[src/rtl/conv_feeder_if.sv]
// conv_feeder_if: operand and stream bundle between the operand store,
// conv_feeder and the downstream 4-lane systolic array.
//   start, hold     : run request / downstream back-pressure
//   a00..a33        : 4x4 input tile, row-major a<row><col>
//   b00..b22        : 3x3 filter, b<row><col>
//   act0..act3      : per-lane activation
//   wgt0..wgt3      : per-lane weight
//   vld, clr, lst   : per-lane valid / first-tap / last-tap strobes
//   busy, done      : run in progress / one-cycle completion pulse
// master drives the operands and requests; slave is the feeder itself.
interface conv_feeder_if #(
   parameter int DW = 8
);
   logic          start;
   logic          hold;
   logic [DW-1:0] a00, a01, a02, a03;
   logic [DW-1:0] a10, a11, a12, a13;
   logic [DW-1:0] a20, a21, a22, a23;
   logic [DW-1:0] a30, a31, a32, a33;
   logic [DW-1:0] b00, b01, b02;
   logic [DW-1:0] b10, b11, b12;
   logic [DW-1:0] b20, b21, b22;
   logic [DW-1:0] act0, act1, act2, act3;
   logic [DW-1:0] wgt0, wgt1, wgt2, wgt3;
   logic [3:0]    vld;
   logic [3:0]    clr;
   logic [3:0]    lst;
   logic          busy;
   logic          done;

   modport master (
      output start, hold,
      output a00, a01, a02, a03, a10, a11, a12, a13,
      output a20, a21, a22, a23, a30, a31, a32, a33,
      output b00, b01, b02, b10, b11, b12, b20, b21, b22,
      input  act0, act1, act2, act3, wgt0, wgt1, wgt2, wgt3,
      input  vld, clr, lst, busy, done
   );

   modport slave (
      input  start, hold,
      input  a00, a01, a02, a03, a10, a11, a12, a13,
      input  a20, a21, a22, a23, a30, a31, a32, a33,
      input  b00, b01, b02, b10, b11, b12, b20, b21, b22,
      output act0, act1, act2, act3, wgt0, wgt1, wgt2, wgt3,
      output vld, clr, lst, busy, done
   );
endinterface

[src/rtl/conv_feeder.sv]
// conv_feeder: snapshots a 4x4 tile and a 3x3 filter on start and streams
// them, skewed by one step per lane, into a 4-lane output-stationary
// systolic array computing the 2x2 valid convolution.
//   clk  : rising-edge clock
//   rst  : asynchronous active-low reset
//   bus  : conv_feeder_if.slave (operands, start/hold in; lane streams,
//          strobes and run status out, all registered)
// Lane p computes pixel (p/2, p%2); at step n it carries tap k = n - p.
module conv_feeder #(
   parameter int DW    = 8,
   parameter int NSTEP = 12
) (
   input  logic          clk,
   input  logic          rst,
   conv_feeder_if.slave  bus
);

   typedef enum logic [1:0] {
      ST_IDLE   = 2'd0,
      ST_LOAD   = 2'd1,
      ST_STREAM = 2'd2,
      ST_DONE   = 2'd3
   } state_t;

   localparam logic [3:0] LAST_STEP = 4'(NSTEP - 1);

   state_t        state_r, state_s;
   logic [3:0]    n_r, n_s;
   logic [DW-1:0] a_in_s [16];
   logic [DW-1:0] b_in_s [9];
   logic [DW-1:0] a_r [16];
   logic [DW-1:0] b_r [9];
   logic [DW-1:0] act_r [4];
   logic [DW-1:0] act_s [4];
   logic [DW-1:0] wgt_r [4];
   logic [DW-1:0] wgt_s [4];
   logic [3:0]    vld_r, vld_s;
   logic [3:0]    clr_r, clr_s;
   logic [3:0]    lst_r, lst_s;
   logic          busy_r, busy_s;
   logic          done_r, done_s;
   logic          last_s;

   // Lane p is active at step n when its tap k = n - p lies in 0..8.
   function automatic logic lane_on(input logic [3:0] n, input logic [1:0] p);
      logic [3:0] k;
      k = n - {2'b00, p};
      return (n >= {2'b00, p}) && (k <= 4'd8);
   endfunction

   function automatic logic [3:0] lane_k(input logic [3:0] n, input logic [1:0] p);
      return n - {2'b00, p};
   endfunction

   // Flat tile index {row, col} of A[r+i][c+j] for lane p at tap k.
   function automatic logic [3:0] act_idx(input logic [3:0] k, input logic [1:0] p);
      logic [1:0] ti;
      logic [1:0] tj;
      logic [1:0] row;
      logic [1:0] col;
      case (k)
         4'd0:    begin ti = 2'd0; tj = 2'd0; end
         4'd1:    begin ti = 2'd0; tj = 2'd1; end
         4'd2:    begin ti = 2'd0; tj = 2'd2; end
         4'd3:    begin ti = 2'd1; tj = 2'd0; end
         4'd4:    begin ti = 2'd1; tj = 2'd1; end
         4'd5:    begin ti = 2'd1; tj = 2'd2; end
         4'd6:    begin ti = 2'd2; tj = 2'd0; end
         4'd7:    begin ti = 2'd2; tj = 2'd1; end
         4'd8:    begin ti = 2'd2; tj = 2'd2; end
         default: begin ti = 2'd0; tj = 2'd0; end
      endcase
      row = {1'b0, p[1]} + ti;
      col = {1'b0, p[0]} + tj;
      return {row, col};
   endfunction

   assign a_in_s[0]  = bus.a00;
   assign a_in_s[1]  = bus.a01;
   assign a_in_s[2]  = bus.a02;
   assign a_in_s[3]  = bus.a03;
   assign a_in_s[4]  = bus.a10;
   assign a_in_s[5]  = bus.a11;
   assign a_in_s[6]  = bus.a12;
   assign a_in_s[7]  = bus.a13;
   assign a_in_s[8]  = bus.a20;
   assign a_in_s[9]  = bus.a21;
   assign a_in_s[10] = bus.a22;
   assign a_in_s[11] = bus.a23;
   assign a_in_s[12] = bus.a30;
   assign a_in_s[13] = bus.a31;
   assign a_in_s[14] = bus.a32;
   assign a_in_s[15] = bus.a33;
   assign b_in_s[0]  = bus.b00;
   assign b_in_s[1]  = bus.b01;
   assign b_in_s[2]  = bus.b02;
   assign b_in_s[3]  = bus.b10;
   assign b_in_s[4]  = bus.b11;
   assign b_in_s[5]  = bus.b12;
   assign b_in_s[6]  = bus.b20;
   assign b_in_s[7]  = bus.b21;
   assign b_in_s[8]  = bus.b22;

   // Final step emitted this edge: STREAM, no bubble, counter on step 11.
   assign last_s = (state_r == ST_STREAM) && !bus.hold && (n_r == LAST_STEP);

   // State register.
   always_ff @(posedge clk or negedge rst) begin
      if (!rst) begin
         state_r <= ST_IDLE;
      end else begin
         state_r <= state_s;
      end
   end

   // Next-state logic; start is only looked at in IDLE, so it never queues.
   always_comb begin
      state_s = state_r;
      case (state_r)
         ST_IDLE: begin
            if (bus.start) begin
               state_s = ST_LOAD;
            end else begin
               state_s = ST_IDLE;
            end
         end
         ST_LOAD:   state_s = ST_STREAM;
         ST_STREAM: begin
            if (last_s) begin
               state_s = ST_DONE;
            end else begin
               state_s = ST_STREAM;
            end
         end
         ST_DONE:   state_s = ST_IDLE;
         default:   state_s = ST_IDLE;
      endcase
   end

   // Output logic: next values of the step counter and output registers.
   // act/wgt hold through bubbles and DONE; strobes drop to 0 there.
   always_comb begin
      n_s    = n_r;
      act_s  = act_r;
      wgt_s  = wgt_r;
      vld_s  = 4'b0000;
      clr_s  = 4'b0000;
      lst_s  = 4'b0000;
      busy_s = (state_s == ST_LOAD) || (state_s == ST_STREAM);
      done_s = last_s;
      case (state_r)
         ST_IDLE: begin
            n_s = n_r;
         end
         ST_LOAD: begin
            // Start every run from a clean output state.
            n_s = 4'd0;
            for (int p = 0; p < 4; p++) begin
               act_s[p] = '0;
               wgt_s[p] = '0;
            end
         end
         ST_STREAM: begin
            if (!bus.hold) begin
               n_s = n_r + 4'd1;
               for (int p = 0; p < 4; p++) begin
                  if (lane_on(n_r, 2'(p))) begin
                     act_s[p] = a_r[act_idx(lane_k(n_r, 2'(p)), 2'(p))];
                     wgt_s[p] = b_r[lane_k(n_r, 2'(p))];
                     vld_s[p] = 1'b1;
                     clr_s[p] = (lane_k(n_r, 2'(p)) == 4'd0);
                     lst_s[p] = (lane_k(n_r, 2'(p)) == 4'd8);
                  end else begin
                     act_s[p] = '0;
                     wgt_s[p] = '0;
                  end
               end
            end else begin
               n_s = n_r;
            end
         end
         ST_DONE: begin
            n_s = n_r;
         end
         default: begin
            n_s = 4'd0;
         end
      endcase
   end

   // Datapath registers: step counter, operand snapshot, lane outputs.
   always_ff @(posedge clk or negedge rst) begin
      if (!rst) begin
         n_r    <= 4'd0;
         vld_r  <= 4'b0000;
         clr_r  <= 4'b0000;
         lst_r  <= 4'b0000;
         busy_r <= 1'b0;
         done_r <= 1'b0;
         for (int i = 0; i < 16; i++) a_r[i] <= '0;
         for (int i = 0; i < 9; i++)  b_r[i] <= '0;
         for (int i = 0; i < 4; i++) begin
            act_r[i] <= '0;
            wgt_r[i] <= '0;
         end
      end else begin
         n_r    <= n_s;
         vld_r  <= vld_s;
         clr_r  <= clr_s;
         lst_r  <= lst_s;
         busy_r <= busy_s;
         done_r <= done_s;
         act_r  <= act_s;
         wgt_r  <= wgt_s;
         // Snapshot once per run; later input changes are invisible.
         if (state_r == ST_LOAD) begin
            a_r <= a_in_s;
            b_r <= b_in_s;
         end
      end
   end

   assign bus.act0 = act_r[0];
   assign bus.act1 = act_r[1];
   assign bus.act2 = act_r[2];
   assign bus.act3 = act_r[3];
   assign bus.wgt0 = wgt_r[0];
   assign bus.wgt1 = wgt_r[1];
   assign bus.wgt2 = wgt_r[2];
   assign bus.wgt3 = wgt_r[3];
   assign bus.vld  = vld_r;
   assign bus.clr  = clr_r;
   assign bus.lst  = lst_r;
   assign bus.busy = busy_r;
   assign bus.done = done_r;

endmodule

[src/flat_wrapper.sv]
// flat-port wrapper written by rule: the top's interface ports become plain ports
module conv_feeder_flat 
#(
   parameter int DW    = 8,
   parameter int NSTEP = 12
)
  (clk, rst, bus_start, bus_hold, bus_a00, bus_a01, bus_a02, bus_a03, bus_a10, bus_a11, bus_a12, bus_a13, bus_a20, bus_a21, bus_a22, bus_a23, bus_a30, bus_a31, bus_a32, bus_a33, bus_b00, bus_b01, bus_b02, bus_b10, bus_b11, bus_b12, bus_b20, bus_b21, bus_b22, bus_act0, bus_act1, bus_act2, bus_act3, bus_wgt0, bus_wgt1, bus_wgt2, bus_wgt3, bus_vld, bus_clr, bus_lst, bus_busy, bus_done);
  conv_feeder_if #(.DW(DW)) bus_i ();
  input  logic clk;
  input  logic rst;
  input wire logic [$bits(bus_i.start)-1:0] bus_start;
  input wire logic [$bits(bus_i.hold)-1:0] bus_hold;
  input wire logic [$bits(bus_i.a00)-1:0] bus_a00;
  input wire logic [$bits(bus_i.a01)-1:0] bus_a01;
  input wire logic [$bits(bus_i.a02)-1:0] bus_a02;
  input wire logic [$bits(bus_i.a03)-1:0] bus_a03;
  input wire logic [$bits(bus_i.a10)-1:0] bus_a10;
  input wire logic [$bits(bus_i.a11)-1:0] bus_a11;
  input wire logic [$bits(bus_i.a12)-1:0] bus_a12;
  input wire logic [$bits(bus_i.a13)-1:0] bus_a13;
  input wire logic [$bits(bus_i.a20)-1:0] bus_a20;
  input wire logic [$bits(bus_i.a21)-1:0] bus_a21;
  input wire logic [$bits(bus_i.a22)-1:0] bus_a22;
  input wire logic [$bits(bus_i.a23)-1:0] bus_a23;
  input wire logic [$bits(bus_i.a30)-1:0] bus_a30;
  input wire logic [$bits(bus_i.a31)-1:0] bus_a31;
  input wire logic [$bits(bus_i.a32)-1:0] bus_a32;
  input wire logic [$bits(bus_i.a33)-1:0] bus_a33;
  input wire logic [$bits(bus_i.b00)-1:0] bus_b00;
  input wire logic [$bits(bus_i.b01)-1:0] bus_b01;
  input wire logic [$bits(bus_i.b02)-1:0] bus_b02;
  input wire logic [$bits(bus_i.b10)-1:0] bus_b10;
  input wire logic [$bits(bus_i.b11)-1:0] bus_b11;
  input wire logic [$bits(bus_i.b12)-1:0] bus_b12;
  input wire logic [$bits(bus_i.b20)-1:0] bus_b20;
  input wire logic [$bits(bus_i.b21)-1:0] bus_b21;
  input wire logic [$bits(bus_i.b22)-1:0] bus_b22;
  output wire logic [$bits(bus_i.act0)-1:0] bus_act0;
  output wire logic [$bits(bus_i.act1)-1:0] bus_act1;
  output wire logic [$bits(bus_i.act2)-1:0] bus_act2;
  output wire logic [$bits(bus_i.act3)-1:0] bus_act3;
  output wire logic [$bits(bus_i.wgt0)-1:0] bus_wgt0;
  output wire logic [$bits(bus_i.wgt1)-1:0] bus_wgt1;
  output wire logic [$bits(bus_i.wgt2)-1:0] bus_wgt2;
  output wire logic [$bits(bus_i.wgt3)-1:0] bus_wgt3;
  output wire logic [$bits(bus_i.vld)-1:0] bus_vld;
  output wire logic [$bits(bus_i.clr)-1:0] bus_clr;
  output wire logic [$bits(bus_i.lst)-1:0] bus_lst;
  output wire logic [$bits(bus_i.busy)-1:0] bus_busy;
  output wire logic [$bits(bus_i.done)-1:0] bus_done;
  assign bus_i.start = bus_start;
  assign bus_i.hold = bus_hold;
  assign bus_i.a00 = bus_a00;
  assign bus_i.a01 = bus_a01;
  assign bus_i.a02 = bus_a02;
  assign bus_i.a03 = bus_a03;
  assign bus_i.a10 = bus_a10;
  assign bus_i.a11 = bus_a11;
  assign bus_i.a12 = bus_a12;
  assign bus_i.a13 = bus_a13;
  assign bus_i.a20 = bus_a20;
  assign bus_i.a21 = bus_a21;
  assign bus_i.a22 = bus_a22;
  assign bus_i.a23 = bus_a23;
  assign bus_i.a30 = bus_a30;
  assign bus_i.a31 = bus_a31;
  assign bus_i.a32 = bus_a32;
  assign bus_i.a33 = bus_a33;
  assign bus_i.b00 = bus_b00;
  assign bus_i.b01 = bus_b01;
  assign bus_i.b02 = bus_b02;
  assign bus_i.b10 = bus_b10;
  assign bus_i.b11 = bus_b11;
  assign bus_i.b12 = bus_b12;
  assign bus_i.b20 = bus_b20;
  assign bus_i.b21 = bus_b21;
  assign bus_i.b22 = bus_b22;
  assign bus_act0 = bus_i.act0;
  assign bus_act1 = bus_i.act1;
  assign bus_act2 = bus_i.act2;
  assign bus_act3 = bus_i.act3;
  assign bus_wgt0 = bus_i.wgt0;
  assign bus_wgt1 = bus_i.wgt1;
  assign bus_wgt2 = bus_i.wgt2;
  assign bus_wgt3 = bus_i.wgt3;
  assign bus_vld = bus_i.vld;
  assign bus_clr = bus_i.clr;
  assign bus_lst = bus_i.lst;
  assign bus_busy = bus_i.busy;
  assign bus_done = bus_i.done;
  conv_feeder #(.DW(DW), .NSTEP(NSTEP)) u_core (.clk(clk), .rst(rst), .bus(bus_i));
endmodule
[config.mk]
export PLATFORM = sky130hd
export DESIGN_NAME = conv_feeder_flat
export DESIGN_NICKNAME = d
export VERILOG_FILES = /design/src/rtl/conv_feeder_if.sv /design/src/rtl/conv_feeder.sv /design/src/flat_wrapper.sv
export SDC_FILE = /design/constraint.sdc
export NUM_CORES = 1
export LEC_CHECK = 0
export BUFFER_PORTS_ARGS = -buffer_cell sky130_fd_sc_hd__buf_2
export CORE_MARGIN = 2
export CORE_UTILIZATION = 23
export CTS_CLUSTER_DIAMETER = 200
export CTS_CLUSTER_SIZE = 24
export DETAILED_ROUTE_END_ITERATION = 16
export GPL_TIMING_DRIVEN = 0
export PLACE_DENSITY = 0.49
export SKIP_LAST_GASP = 1
export SYNTH_ARGS = -nofsm -noshare
export SYNTH_HDL_FRONTEND = slang
export SYNTH_SLANG_ARGS = --single-unit
[constraint.sdc]
create_clock -name clk -period 8.75 [get_ports clk]
set_input_delay 0.4375 -clock clk [delete_from_list [all_inputs] [get_ports clk]]
set_output_delay 0.4375 -clock clk [all_outputs]
set_load 0.02 [all_outputs]
-- Word-level counts from Yosys, hierarchy flattened
Memory sizes are Yosys's and may differ from the RTL's.
Index checks and enable logic that the tools add are counted.
- register bits: 284
- ROM bits: 256
- input port bits: 204
- output and inout bits: 78
- logic and storage cells: 176
- memories: 4
- add/sub/neg operators: 8
- magnitude comparators: 16
- equal/unequal tests: 11
- multiplexer cells: 71
- bitwise operators: 9
- reduce and logical (&&, ||, !) cells: 17
- memories (memory ; words ; bits a word ; read ports ; clocked after Yosys merged registers in ; wr ports ; line ; source):
    (no name shown) ; 16 ; 4 ; 1 ; 0 ; 0 ; conv_feeder.sv:61 ; case (k)
    (no name shown) ; 16 ; 4 ; 1 ; 0 ; 0 ; conv_feeder.sv:61 ;
    (no name shown) ; 16 ; 4 ; 1 ; 0 ; 0 ; conv_feeder.sv:61 ;
    (no name shown) ; 16 ; 4 ; 1 ; 0 ; 0 ; conv_feeder.sv:61 ;
- operators with widths (kind ; count):
    8-bit binary-select mux with 4-bit select ; 8
    8-bit two-way mux ; 24
    32-bit case mux with 2 select lines ; 2
    4-bit two-way mux ; 19
    32-bit two-way mux ; 2
    5-bit >= comparator, second input constant ; 8
    4-bit NOT with 5-bit output ; 8
    4-bit == test, second input constant ; 5
    4-bit <= comparator, second input constant ; 4
    4-bit logical NOT ; 4
    1-bit two-way mux ; 14
    1-bit by 2-bit adder with 2-bit output, first input constant ; 4
    4-bit by 1-bit >= comparator with 1-bit output, second input constant ; 2
    4-bit by 2-bit >= comparator with 1-bit output, second input constant ; 2
    2-bit case mux with 4 select lines ; 1
    4-bit case mux with 2 select lines ; 1
    4-bit by 2-bit subtractor with 4-bit output, second input constant ; 2
    2-bit == test, second input constant ; 3
    1-bit logical AND ; 6
    4-bit by 1-bit adder with 4-bit output, second input constant ; 1
    2-bit by 1-bit == test with 1-bit output, second input constant ; 2
    2-bit AND reduction ; 2
    4-bit by 1-bit subtractor with 4-bit output, second input constant ; 1
    2-bit logical NOT ; 1
    6 further kinds ; 6

-- Depth between registers and ports, before layout
Gate-level depths: netlist (run 1).
- word-level depth: 14
- depth in mapped cells: 15
- depth with buffers taken out: 9

-- Worst setup path before layout (run 1)
OpenSTA, ideal clock, no wires.
- kind: flip-flop to flip-flop
- start point: register u_core.n_r[0]
- end point: register u_core.act_r, in the netlist u_core.bus.act1[6]
- setup time: 0.132 ns
- data arrival time: 3.197 ns
- required time: 8.618 ns
- path slack: 5.421 ns
- cell stages (with the launch flop): 12
- path buffers: 3
- period minus slack after synthesis: 3.329 ns
- cell sequence: dfrtp_1 -> buf_4 -> inv_2 -> buf_1 -> ha_1 -> xor2_4 -> mux2_2 -> buf_2 -> o211a_1 -> a221o_1 -> a221oi_1 -> a211oi_1
- cells in the longest elaborated chain, start to end: 13
- elaborated cells between the ends (all ways): 16
- those cells by class: 2 x add/sub; 2 x order compare; 9 x mux; 1 x bitwise; 1 x reduce/logical; 1 x memory
- ends and longest elaborated chain (element ; line ; source):
    start: declaration ; conv_feeder.sv:28 ; logic [3:0] n_r, n_s;
    start signal: assignment ; conv_feeder.sv:207 ; n_r <= n_s;
    4-bit by 1-bit subtractor with 4-bit output ; conv_feeder.sv:47, conv_feeder.sv:52 ;
    memory 16 x 4 bit ; - ;
    4-bit two-way mux ; conv_feeder.sv:167 ; if (lane_on(n_r, 2'(p))) begin
    4-bit two-way mux ; conv_feeder.sv:164 ; if (!bus.hold) begin
    4-bit two-way mux ; conv_feeder.sv:151 ; case (state_r)
    1-bit by 2-bit adder with 2-bit output ; conv_feeder.sv:74 ; col = {1'b0, p[0]} + tj;
    4-bit NOT with 5-bit output (not written as such) ; conv_feeder.sv:168 ; act_s[p] = a_r[act_idx(lane_k(n_r, 2'(p)), 2'(p))];
    8-bit binary-select mux with 4-bit select ; conv_feeder.sv:168 ;
    8-bit two-way mux (not written as such) (2 in a row) ; conv_feeder.sv:168 ;
    8-bit two-way mux * ; conv_feeder.sv:167 ;
    32-bit two-way mux * ; conv_feeder.sv:164 ;
    32-bit case mux with 2 select lines * ; conv_feeder.sv:151 ;
    end signal: assignment ; conv_feeder.sv:213 ; act_r <= act_s;
    end: declaration ; conv_feeder.sv:33 ; logic [DW-1:0] act_r [4];
Every way passes the cells marked *; elsewhere a longest branch is shown, timed or not. The select of a mux whose other input is x is not followed.
A chain may end at the register's enable or synchronous reset.

-- Final worst setup path (run 1)
- start point: register u_core.n_r[0]
- end point: register u_core.act_r, in the netlist u_core.bus.act3[0]
- cells in the longest elaborated chain, start to end: 13
- elaborated cells between the ends (all ways): 17
- those cells by class: 3 x add/sub; 2 x order compare; 9 x mux; 1 x bitwise; 1 x reduce/logical; 1 x memory
- ends and longest elaborated chain (element ; line):
    4-bit by 2-bit subtractor with 4-bit output ; conv_feeder.sv:47, conv_feeder.sv:52
    memory 16 x 4 bit ; -
    4-bit two-way mux ; conv_feeder.sv:167
    4-bit two-way mux ; conv_feeder.sv:164
    4-bit two-way mux ; conv_feeder.sv:151
    1-bit by 2-bit adder with 2-bit output (on tied branches) ; conv_feeder.sv:74, conv_feeder.sv:73
    4-bit NOT with 5-bit output (not written as such) ; conv_feeder.sv:168
    8-bit binary-select mux with 4-bit select ; conv_feeder.sv:168
    8-bit two-way mux (not written as such) (2 in a row) ; conv_feeder.sv:168
    8-bit two-way mux * ; conv_feeder.sv:167
    32-bit two-way mux * ; conv_feeder.sv:164
    32-bit case mux with 2 select lines * ; conv_feeder.sv:151
Marked as above.

==> flow_metrics.env, run 1 <==
export IMPL_fp_row_count=101
export IMPL_drive_gt1_share_pct=34.4
export IMPL_criticalPathCategory="flop to flop"
export IMPL_worst_path_max_delay_cell="buf_1"
export IMPL_area_delta_synth_final_pct=17.9
export IMPL_max_slew_margin_pct=1.79
export IMPL_die_w_um=282
export IMPL_track_usage_pct=20.8
export IMPL_place_port_buffers=281
export IMPL_ys_seq_area_share_pct=40.0
export IMPL_cts_repair_resized=0
export IMPL_most_common_layout_cells="buf_2 (315), dfrtp_1 (284), nand2_1 (211)"
export IMPL_hold_start="bus_a13[7]"
export IMPL_cts_root_buf="clkbuf_16"
export IMPL_critical_path_startpoint="u_core.n_r[0]"
export IMPL_place_area_mm2=0.0205
export IMPL_num_vias=15900
export IMPL_grt_max_degree=111
export IMPL_skew_ns=0.0150
export IMPL_synth_seq_cells=284
export IMPL_dp_hpwl_um=65000
export IMPL_gp_congestion=0.956
export IMPL_diodes=0
export IMPL_viasPerCell=5.40
export IMPL_cp_cell_sequence="buf_4 > inv_2 > buf_1 > ha_1 > clkinv_1 > mux2i_1 > nand2b_1 > clkbuf_1 > a2111oi_0 > a211oi_1 > o21ai_1"
export IMPL_path_clk_slew_ns=0.11
export IMPL_grt_pass1_vias=16400
export IMPL_finalHoldViolCount=0
export IMPL_drcViolationCount=0
export IMPL_coreArea_mm2=0.0762
export IMPL_cts_buffers=15
export IMPL_nets=2134
export IMPL_rrSetupSlack_ns=3.33
export IMPL_cts_sinks=284
export IMPL_cts_tree="done"
export IMPL_drv_cap=0
export IMPL_synth_main_ff_cell="dfrtp_1"
export IMPL_r2r_end="u_core.bus.act3[0]"
export IMPL_die_y_um=282
export IMPL_crit_end="u_core.bus.act3[0]"
export IMPL_synth_edf_count=0
export IMPL_routed_wl_um=84000
export IMPL_drtIter0Drc=1596
export IMPL_dr_pass1_iters=6
export IMPL_cpPeakStageDelay_ns=0.94
export IMPL_grt_first_pass_wirelength_um=119000
export IMPL_syn_inst=1616
export IMPL_critPathMaxFanout=12
export IMPL_rsz0062_at_grt="false"
export IMPL_ir_drop_uv=152
export IMPL_min_period_ns=5.42
export IMPL_syn_cell_area_mm2=0.0178
export IMPL_synth_warnings=0
export IMPL_die_area_mm2=0.0794
export IMPL_required_ns=9.15
export IMPL_htree_num_levels=1
export IMPL_end_kind="flop"
export IMPL_final_common_cell="buf_2"
export IMPL_worstMarginPinSlew_ns=1.47
export IMPL_initial_core_util_pct=23.3
export IMPL_clk_latency_ns=0.53
export IMPL_synth_nets=1833
export IMPL_ioPinCount=282
export IMPL_hp_class="input port to flop"
export IMPL_cp_arrival_ns=5.82
export IMPL_post_synth_num_cell_types=82
export IMPL_synthArstFlopShare_pct=100
export IMPL_path_depth=11
export IMPL_fmax_ghz=0.185
export IMPL_cp_start_kind="flop"
export IMPL_cp_top_family="buffers and inverters"
export IMPL_fin_crit_sh_pct=61.9
export IMPL_ant_nets=0
export IMPL_cp_num_buf_inv=5
export IMPL_antenna_found_initial=1
export IMPL_status="completed"
export IMPL_slew_viol_final=0
export IMPL_p_leak_nw=8.76
export IMPL_p_per_area_mw_per_mm2=364
export IMPL_synth_avg_cell_area_um2=11.0
export IMPL_clockBufferDepth=3
export IMPL_setup_viol=0
export IMPL_timing_rr_start="u_core.n_r[0]"
export IMPL_grt_overflow=0
export IMPL_design_area_mm2=0.0209
export IMPL_wl_per_cell_um=28.5
export IMPL_final_setup_tns_ns=0
export IMPL_reg2reg_depth=11
-- synthesized netlist by cell type, types with 7 or more instances --
master / number / area (um2)
dfrtp_1: 284 / 7110
nand2_1: 211 / 792
mux2_2: 205 / 2310
mux2i_1: 109 / 1090
mux4_2: 80 / 1800
clkbuf_1: 70 / 263
a21oi_1: 68 / 340
nor2_1: 57 / 214
o21ai_0: 52 / 260
nand3_1: 39 / 195
buf_2: 35 / 175
a211oi_1: 34 / 255
nor3_1: 28 / 140
a221o_1: 22 / 220
a22oi_1: 20 / 150
and3_1: 20 / 125
inv_1: 17 / 63.8
a311oi_1: 16 / 140
o31ai_1: 15 / 113
o211ai_1: 14 / 105
a221oi_1: 13 / 114
ha_1: 13 / 163
a31oi_1: 11 / 68.8
buf_4: 11 / 82.6
a22o_1: 10 / 87.6
o221ai_1: 10 / 87.6
nand2b_1: 9 / 56.3
o2111ai_1: 9 / 78.8
o21a_1: 9 / 67.6
o211a_1: 8 / 80.1
and2_1: 7 / 43.8
-- layout make-up --
class / instances / area, um2
timing repair buffer: 284 / 1480
clock inverter: 1 / 30.0
buffer: 126 / 583
fill: 8118 / 55300
tap: 1030 / 1290
clock buffer: 15 / 375
sequential: 284 / 7110
multi-input combinational: 1185 / 9980
inverter: 21 / 78.8
-- worst register-to-register path, cell delays in order (launching register included) --
cell and delay (ns):
dfrtp_1 0.48, buf_4 0.22, inv_2 0.21, buf_1 0.94, ha_1 0.44, clkinv_1 0.53
mux2i_1 0.86, nand2b_1 0.19, clkbuf_1 0.56, a2111oi_0 0.15, a211oi_1 0.55, o21ai_1 0.16
-- metrics by stage --
stage	utilization (%)	hold WS (ns)	total power, mW	cells	worst slack [ns]
after global placement	26.8	0.463	6.67	2927	1.65
after CTS	27.5	0.0966	7.60	2946	3.44
after floorplan	-	0.142	5.08	1616	5.42
final	27.5	0.125	7.62	2946	3.33
after global routing	27.5	0.103	8.01	2946	3.10
after detailed placement	26.9	0.470	6.76	2929	3.47
-- routing by layer --
layer  track usage [%]  vias up  routed length [um]
met3              3.84      116                6720
met4              6.48        0                2950
li1                  -     6725                   -
met1              26.7     8200               34000
met2              35.4      880               40400
met5                 0        -                   0
-- logic make-up after synthesis --
| kind of cell | after synthesis | share of synthesized area [%] |
|---|---|---|
| AO/OA/AOI/OAI | 356 | 14.6 |
| adder cells (fa/ha/maj) | 13 | 0.916 |
| flip-flops | 284 | 40.0 |
| XOR/XNOR | 12 | 0.994 |
| buffers and inverters | 147 | 3.73 |
| multiplexers | 396 | 29.5 |
| AND/OR/NAND/NOR | 408 | 10.3 |
-- power by group --
group | total [mW] | switching (mW) | internal (mW) | leakage (nW)
registers | 2.75 | 0.907 | 1.84 | 3.53
clock network | 0.812 | 0.471 | 0.342 | 0.199
logic | 4.06 | 2.28 | 1.78 | 5.04
-- worst min-delay path by stage --
stage               depth (start not counted)                 end  slack, ns
detailed placement                          2  u_core.bus.act2[7]       0.47
finish                                      2      u_core.a_r[71]       0.13
global route                                2      u_core.a_r[79]       0.10
CTS                                         2      u_core.b_r[15]        0.1
floorplan                                   0       u_core.a_r[0]       0.14
global placement                            2  u_core.bus.wgt0[7]       0.46
-- sequential cells by signal, summed over array words and instances (netlist names) --
signal	count
u_core.b_r	72
u_core.bus.clr	4
u_core.state_r	2
u_core.bus.wgt0	8
u_core.bus.lst	4
u_core.bus.busy	1
u_core.bus.act0	8
u_core.bus.act3	8
u_core.bus.act1	8
u_core.bus.done	1
u_core.a_r	128
u_core.bus.wgt3	8
u_core.bus.wgt2	8
u_core.bus.wgt1	8
u_core.n_r	4
u_core.bus.act2	8
u_core.bus.vld	4
-- repair_timing --
| action | CTS | global route |
|---|---|---|
| endpoints found under the setup margin | 0 | 0 |
| hold buffers | 1 | 0 |
| endpoints found under the hold margin | 80 | 0 |
| setup buffers | 0 | 0 |
No activity file was read; power rests on OpenSTA's default activity.
==> run 2: changes to the inputs <==
--- a/config.mk
+++ b/config.mk
@@ -5,6 +5,7 @@
 export SDC_FILE = /design/constraint.sdc
 export NUM_CORES = 1
 export LEC_CHECK = 0
+export ABC_AREA = 1
 export BUFFER_PORTS_ARGS = -buffer_cell sky130_fd_sc_hd__buf_2
 export CORE_MARGIN = 2
 export CORE_UTILIZATION = 23
==> constraint.sdc (replaced) <==
create_clock -name clk -period 5.7 [get_ports clk]
set_input_delay 0.285 -clock clk [delete_from_list [all_inputs] [get_ports clk]]
set_output_delay 0.285 -clock clk [all_outputs]
set_load 0.02 [all_outputs]
==> flow_metrics.env, run 2 <==
export IMPL_status="complete, but fails checks"
export IMPL_violations="negative hold slack"
export IMPL_synth_warnings=0
export IMPL_p_leak_nw=10.5
export IMPL_reg2reg_depth=15
export IMPL_post_synth_num_cell_types=45
export IMPL_rsz0062_at_grt="false"
export IMPL_coreArea_mm2=0.0747
export IMPL_syn_cell_area_mm2=0.0174
export IMPL_antenna_found_initial=3
export IMPL_place_port_buffers=281
export IMPL_gp_congestion=0.991
export IMPL_synthTopCellsByArea="dfrtp_1 (41%), nand2_1 (17%), o21ai_0 (11%), nand3_1 (5.5%), inv_1 (4.9%)"
export IMPL_ir_drop_uv=226
export IMPL_synth_nets=2702
export IMPL_wl_met1_um=40100
export IMPL_fmax_ghz=0.224
export IMPL_critPathMaxFanout=13
export IMPL_end_kind="flop"
export IMPL_nets=3180
export IMPL_final_common_cell="nand2_1"
export IMPL_place_area_mm2=0.0201
export IMPL_top_layer="met4"
export IMPL_cpPeakStageDelay_ns=0.47
export IMPL_route_met2_wl_um=41300
export IMPL_cts_tree="done"
export IMPL_cp_num_buf_inv=5
export IMPL_cts_hold_buffers=177
export IMPL_synth_avg_cell_area_um2=7.01
export IMPL_drtIter0Drc=1905
export IMPL_hp_class="input port to flop"
export IMPL_htree_num_levels=1
export IMPL_cpMostUsedCell="nand2_1"
export IMPL_cts_root_buf="clkbuf_16"
export IMPL_required_ns=6.15
export IMPL_top_regs="u_core.a_r: 128 flops, u_core.b_r: 72 flops"
export IMPL_whs_ns=-0.00455
export IMPL_fp_row_count=100
export IMPL_wl_per_cell_um=23.2
export IMPL_track_usage_pct=22.8
export IMPL_r2r_end="u_core.bus.act2[4]"
export IMPL_path_clk_slew_ns=0.11
export IMPL_viasPerCell=4.97
export IMPL_ys_seq_area_share_pct=40.8
export IMPL_dp_hpwl_um=70900
export IMPL_cts_sinks=284
export IMPL_fin_crit_sh_pct=78.2
export IMPL_grt_pass1_vias=19200
export IMPL_area_delta_synth_final_pct=28.2
export IMPL_cts_buffers=15
export IMPL_grt_max_degree=108
export IMPL_ioPinCount=282
export IMPL_most_common_layout_cells="nand2_1 (800), o21ai_0 (387), buf_2 (325)"
export IMPL_p_per_area_mw_per_mm2=540
export IMPL_cp_cell_sequence="buf_2 > clkinv_1 > ha_1 > buf_2 > nor2_2 > inv_1 > o21ai_1 > nor2_2 > inv_2 > nor2_4 > nand2_1 > a31oi_1 > nor2_1 > nand2_1 > nand2_1"
export IMPL_yosysMostFrequentCell="nand2_1"
export IMPL_setup_viol=0
export IMPL_syn_inst=2485
export IMPL_worstMarginPinSlew_ns=1.23
export IMPL_synthArstFlopShare_pct=100
export IMPL_timing_rr_start="u_core.n_r[1]"
export IMPL_hold_start="bus_a31[4]"
export IMPL_final_setup_tns_ns=0
export IMPL_clk_latency_ns=0.55
export IMPL_criticalPathCategory="flop to flop"
export IMPL_ant_nets=0
export IMPL_initial_core_util_pct=23.3
export IMPL_finalHoldViolCount=2
export IMPL_max_slew_margin_pct=18.0
export IMPL_max_flop_register="u_core.a_r"
export IMPL_drive_gt1_share_pct=14.6
export IMPL_cp_start_kind="flop"
export IMPL_yosys_area_top_type="dfrtp_1"
export IMPL_clockBufferDepth=3
export IMPL_slew_viol_final=0
export IMPL_wl_met3_um=6370
export IMPL_cp_top_family="simple AND/OR/NAND/NOR gates"
export IMPL_rrSetupSlack_ns=1.24
export IMPL_die_w_um=279
export IMPL_cp_arrival_ns=4.90
export IMPL_skew_ns=0.0158
export IMPL_synthTopCellsByCount="nand2_1 (800), o21ai_0 (387), dfrtp_1 (284)"
export IMPL_holdPathEnd="u_core.a_r[20]"
export IMPL_worst_path_max_delay_cell="dfrtp_1"
export IMPL_die_area_mm2=0.0779
export IMPL_pre_cts_ws_ns=1.18
export IMPL_num_vias=19600
export IMPL_dr_pass1_iters=6
export IMPL_cts_repair_resized=0
export IMPL_die_y_um=279
export IMPL_design_area_mm2=0.0223
export IMPL_synth_edf_count=0
export IMPL_largest_reg_flops=128
export IMPL_synth_top_area_share_pct=40.8
export IMPL_fin_ws_ns=1.24
export IMPL_synth_seq_cells=284
export IMPL_grt_overflow=0
export IMPL_min_period_ns=4.46
export IMPL_routed_wl_um=91100
export IMPL_synth_main_ff_cell="dfrtp_1"
export IMPL_whs_path_depth=3
export IMPL_drv_cap=0
export IMPL_post_cts_setup_buffers=0
export IMPL_grt_first_pass_wirelength_um=131000
export IMPL_drcViolationCount=0
run 2: worst min-delay path, cell delays in order:
cell,delay [ns]
buf_2,0.07
nand2_1,0.07
o21ai_0,0.08
run 2: final cells by class:
class                   instances  area, um2
repair buffers                461       3270
well taps                     969       1210
multi-input cells            1804       8650
inverters                     239        897
plain buffers                 158        758
diodes                          1       2.50
clock inverters                 2       38.8
fillers                      8255      52400
clock buffers                  15        375
flip-flops and latches        284       7110
run 2: cells by family after synthesis:
group,share of synthesized area (%)
mux,1.62
simple gates,26.6
compound gates,20.3
buf+inv,9.51
fa+ha+maj,0.934
xor+xnor,0.237
flops,40.8
run 2: worst max path at each step:
| stage | from | endpoint | slack (ns) | cells after the start |
|---|---|---|---|---|
| after floorplan | u_core.n_r[1] | u_core.bus.act2[0] | 3.06 | 15 |
| after global placement | rst | u_core.a_r[37] | -1.61 | 1 |
| after detailed placement | u_core.state_r[1] | u_core.a_r[119] | 1.18 | 8 |
| after CTS | u_core.state_r[1] | u_core.a_r[119] | 1.15 | 8 |
| after global routing | u_core.n_r[1] | u_core.bus.act2[3] | 1.04 | 15 |
| final | u_core.n_r[1] | u_core.bus.act2[4] | 1.24 | 15 |
run 2: per-stage QoR:
step | cells | hold slack, ns | utilization (%) | total power, mW
floorplan | 2485 | -0.0106 | - | 7.64
global placement | 3735 | 0.459 | 26.8 | 10.5
detailed placement | 3738 | 0.228 | 26.9 | 10.5
CTS | 3932 | 0.000622 | 29.9 | 11.9
global route | 3932 | 0.00498 | 29.9 | 12.8
finish | 3933 | -0.00455 | 29.9 | 12.0
run 2: report_power, final:
group	total, mW	internal (mW)	switching (mW)
Clock	1.27	0.527	0.747
Combinational	7.34	2.09	5.25
Sequential	3.44	2.82	0.611
Total	12.0	5.44	6.61
run 2: metal layers:
metal / vias to the layer above / GRT usage [%]
met2: 871 / 37.4
met4: 0 / 7.54
li1: 9126 / -
met5: - / 0
met1: 9417 / 30.6
met3: 138 / 3.42
==> run 3: changes to the inputs <==
--- a/config.mk
+++ b/config.mk
@@ -13,7 +13,7 @@
 export CTS_CLUSTER_SIZE = 24
 export DETAILED_ROUTE_END_ITERATION = 16
 export GPL_TIMING_DRIVEN = 0
-export PLACE_DENSITY = 0.49
+export PLACE_DENSITY = 0.51
 export SKIP_LAST_GASP = 1
 export SYNTH_ARGS = -nofsm -noshare
 export SYNTH_HDL_FRONTEND = slang
==> constraint.sdc (replaced) <==
create_clock -name clk -period 4 [get_ports clk]
set_input_delay 0.2 -clock clk [delete_from_list [all_inputs] [get_ports clk]]
set_output_delay 0.2 -clock clk [all_outputs]
set_load 0.02 [all_outputs]
==> flow_metrics.env, run 3 (synthesis gave the netlist of run 2 again) <==
export IMPL_p_per_area_mw_per_mm2=759
export IMPL_antenna_found_initial=3
export IMPL_fp_row_count=100
export IMPL_cts_sinks=284
export IMPL_critPathMaxFanout=10
export IMPL_hp_class="input port to async pin"
export IMPL_most_common_layout_cells="nand2_1 (800), o21ai_0 (387), buf_2 (325)"
export IMPL_whs_ns=0.205
export IMPL_largest_reg_flops=128
export IMPL_cts_buffers=15
export IMPL_wl_per_cell_um=23.1
export IMPL_cpMostUsedCell="clkbuf_1"
export IMPL_ir_drop_uv=363
export IMPL_cts_tree="done"
export IMPL_num_vias=19700
export IMPL_drive_gt1_share_pct=14.6
export IMPL_slew_viol_final=0
export IMPL_status="completed"
export IMPL_reg2reg_depth=8
export IMPL_die_y_um=279
export IMPL_ioPinCount=282
export IMPL_rsz0062_at_grt="false"
export IMPL_area_delta_synth_final_pct=29.7
export IMPL_pre_cts_ws_ns=-0.332
export IMPL_ant_nets=0
export IMPL_comb_power_share_pct=60.9
export IMPL_design_area_mm2=0.0226
export IMPL_p_sw_mw=9.37
export IMPL_dr_pass1_iters=5
export IMPL_drv_cap=0
export IMPL_required_ns=4.47
export IMPL_coreArea_mm2=0.0747
export IMPL_nets=3208
export IMPL_skew_ns=0.0142
export IMPL_die_area_mm2=0.0779
export IMPL_max_flop_register="u_core.a_r"
export IMPL_p_leak_nw=10.7
export IMPL_grt_pass1_vias=19500
export IMPL_track_usage_pct=23.0
export IMPL_worst_path_max_delay_cell="clkbuf_1"
export IMPL_power_share_sequential_pct=28.6
export IMPL_clk_latency_ns=0.55
export IMPL_clockBufferDepth=3
export IMPL_fin_crit_sh_pct=95.2
export IMPL_intPower_mw=7.77
export IMPL_finalHoldViolCount=0
export IMPL_fin_util_pct=30.2
export IMPL_fmax_ghz=0.263
export IMPL_place_area_mm2=0.0201
export IMPL_cp_cell_sequence="inv_1 > ha_1 > clkbuf_1 > clkbuf_2 > clkbuf_1 > clkbuf_1 > nand2_1 > o21ai_0"
export IMPL_htree_num_levels=1
export IMPL_cp_start_kind="flop"
export IMPL_path_clk_slew_ns=0.10
export IMPL_cts_root_buf="clkbuf_16"
export IMPL_grt_max_degree=109
export IMPL_die_w_um=279
export IMPL_dp_hpwl_um=70800
export IMPL_worstMarginPinSlew_ns=1.07
export IMPL_p_sw_share_pct=54.7
export IMPL_gp_congestion=0.973
export IMPL_initial_core_util_pct=23.3
export IMPL_criticalPathCategory="flop to flop"
export IMPL_drtIter0Drc=2042
export IMPL_fin_ws_ns=0.192
export IMPL_top_regs="u_core.a_r: 128 flops, u_core.b_r: 72 flops"
export IMPL_min_period_ns=3.81
export IMPL_place_port_buffers=281
export IMPL_cp_num_buf_inv=5
export IMPL_drcViolationCount=0
export IMPL_cpPeakStageDelay_ns=0.85
export IMPL_setup_viol=0
export IMPL_viasPerCell=4.96
export IMPL_routed_wl_um=91300
export IMPL_cp_arrival_ns=4.28
export IMPL_max_slew_margin_pct=28.5
export IMPL_final_common_cell="nand2_1"
export IMPL_grt_first_pass_wirelength_um=132000
export IMPL_grt_overflow=0
export IMPL_end_kind="flop"
export IMPL_p_clk_share_pct=10.6
export IMPL_path_depth=8
export IMPL_cp_top_family="buffers and inverters"
-- run 3: cell count changes in the layout (fill, tap and decap cells not counted), sizes merged --
cell,previous run,this run
diode,1,2
buf,353,355
dlygate4sd3,177,203
-- run 3: worst paths after layout --
check	to	slack, ns	start
min reg2reg	u_core.bus.act3[3]	0.49	u_core.bus.act3[3]
max reg2reg	u_core.a_r[127]	0.19	u_core.state_r[1]
max in group asynchronous	u_core.bus.act3[4]	2.75	rst
max	u_core.a_r[127]	0.19	u_core.state_r[1]
min in group clk	u_core.b_r[22]	0.39	bus_b20[6]
min	u_core.bus.vld[2]	0.20	rst
-- run 3: repair_timing --
item	in CTS	in global routing
hold buffers	203	0
buffers inserted	0	3
endpoints found under the setup margin	80	4
pin swaps	0	2
hold endpoints to repair	283	0
resized for setup	3	0
-- run 3: per-layer routing --
metal	GRT usage (%)	vias up	wire (um)
met5	0	-	0
met4	7.50	0	3380
met3	2.67	143	6060
met2	37.2	923	41500
met1	31.8	9424	40400
li1	-	9173	-
-- run 3: power by group through the flow --
stage                     clock (mW)  combinational [mW]  sequential (mW)
after global routing            1.94                11.4             5.01
after detailed placement           0                10.0             4.90
after global placement             0                10.0             4.92
after floorplan                    0                6.13             4.75
after CTS                       1.87                10.2             4.86
final                           1.81                10.4             4.89
-- run 3: final cells by class --
class | instances | area, um2
antenna | 2 | 5.00
buffer | 158 | 759
clock buffer | 15 | 375
clock inverter | 2 | 38.8
fill | 8296 | 52100
inverter | 239 | 898
multi-input combinational | 1804 | 8660
sequential | 284 | 7110
tap | 969 | 1210
timing repair buffer | 489 | 3530
-- run 3: stage by stage --
stage / TNS, ns / power, mW / instances
2_1_floorplan: 0 / 10.9 / 2485
3_3_place_gp: -877.05 / 14.9 / 3735
3_5_place_dp: -7.77 / 14.9 / 3737
4_1_cts: 0 / 17.0 / 3957
5_1_grt: 0 / 18.3 / 3960
6_report: 0 / 17.1 / 3962
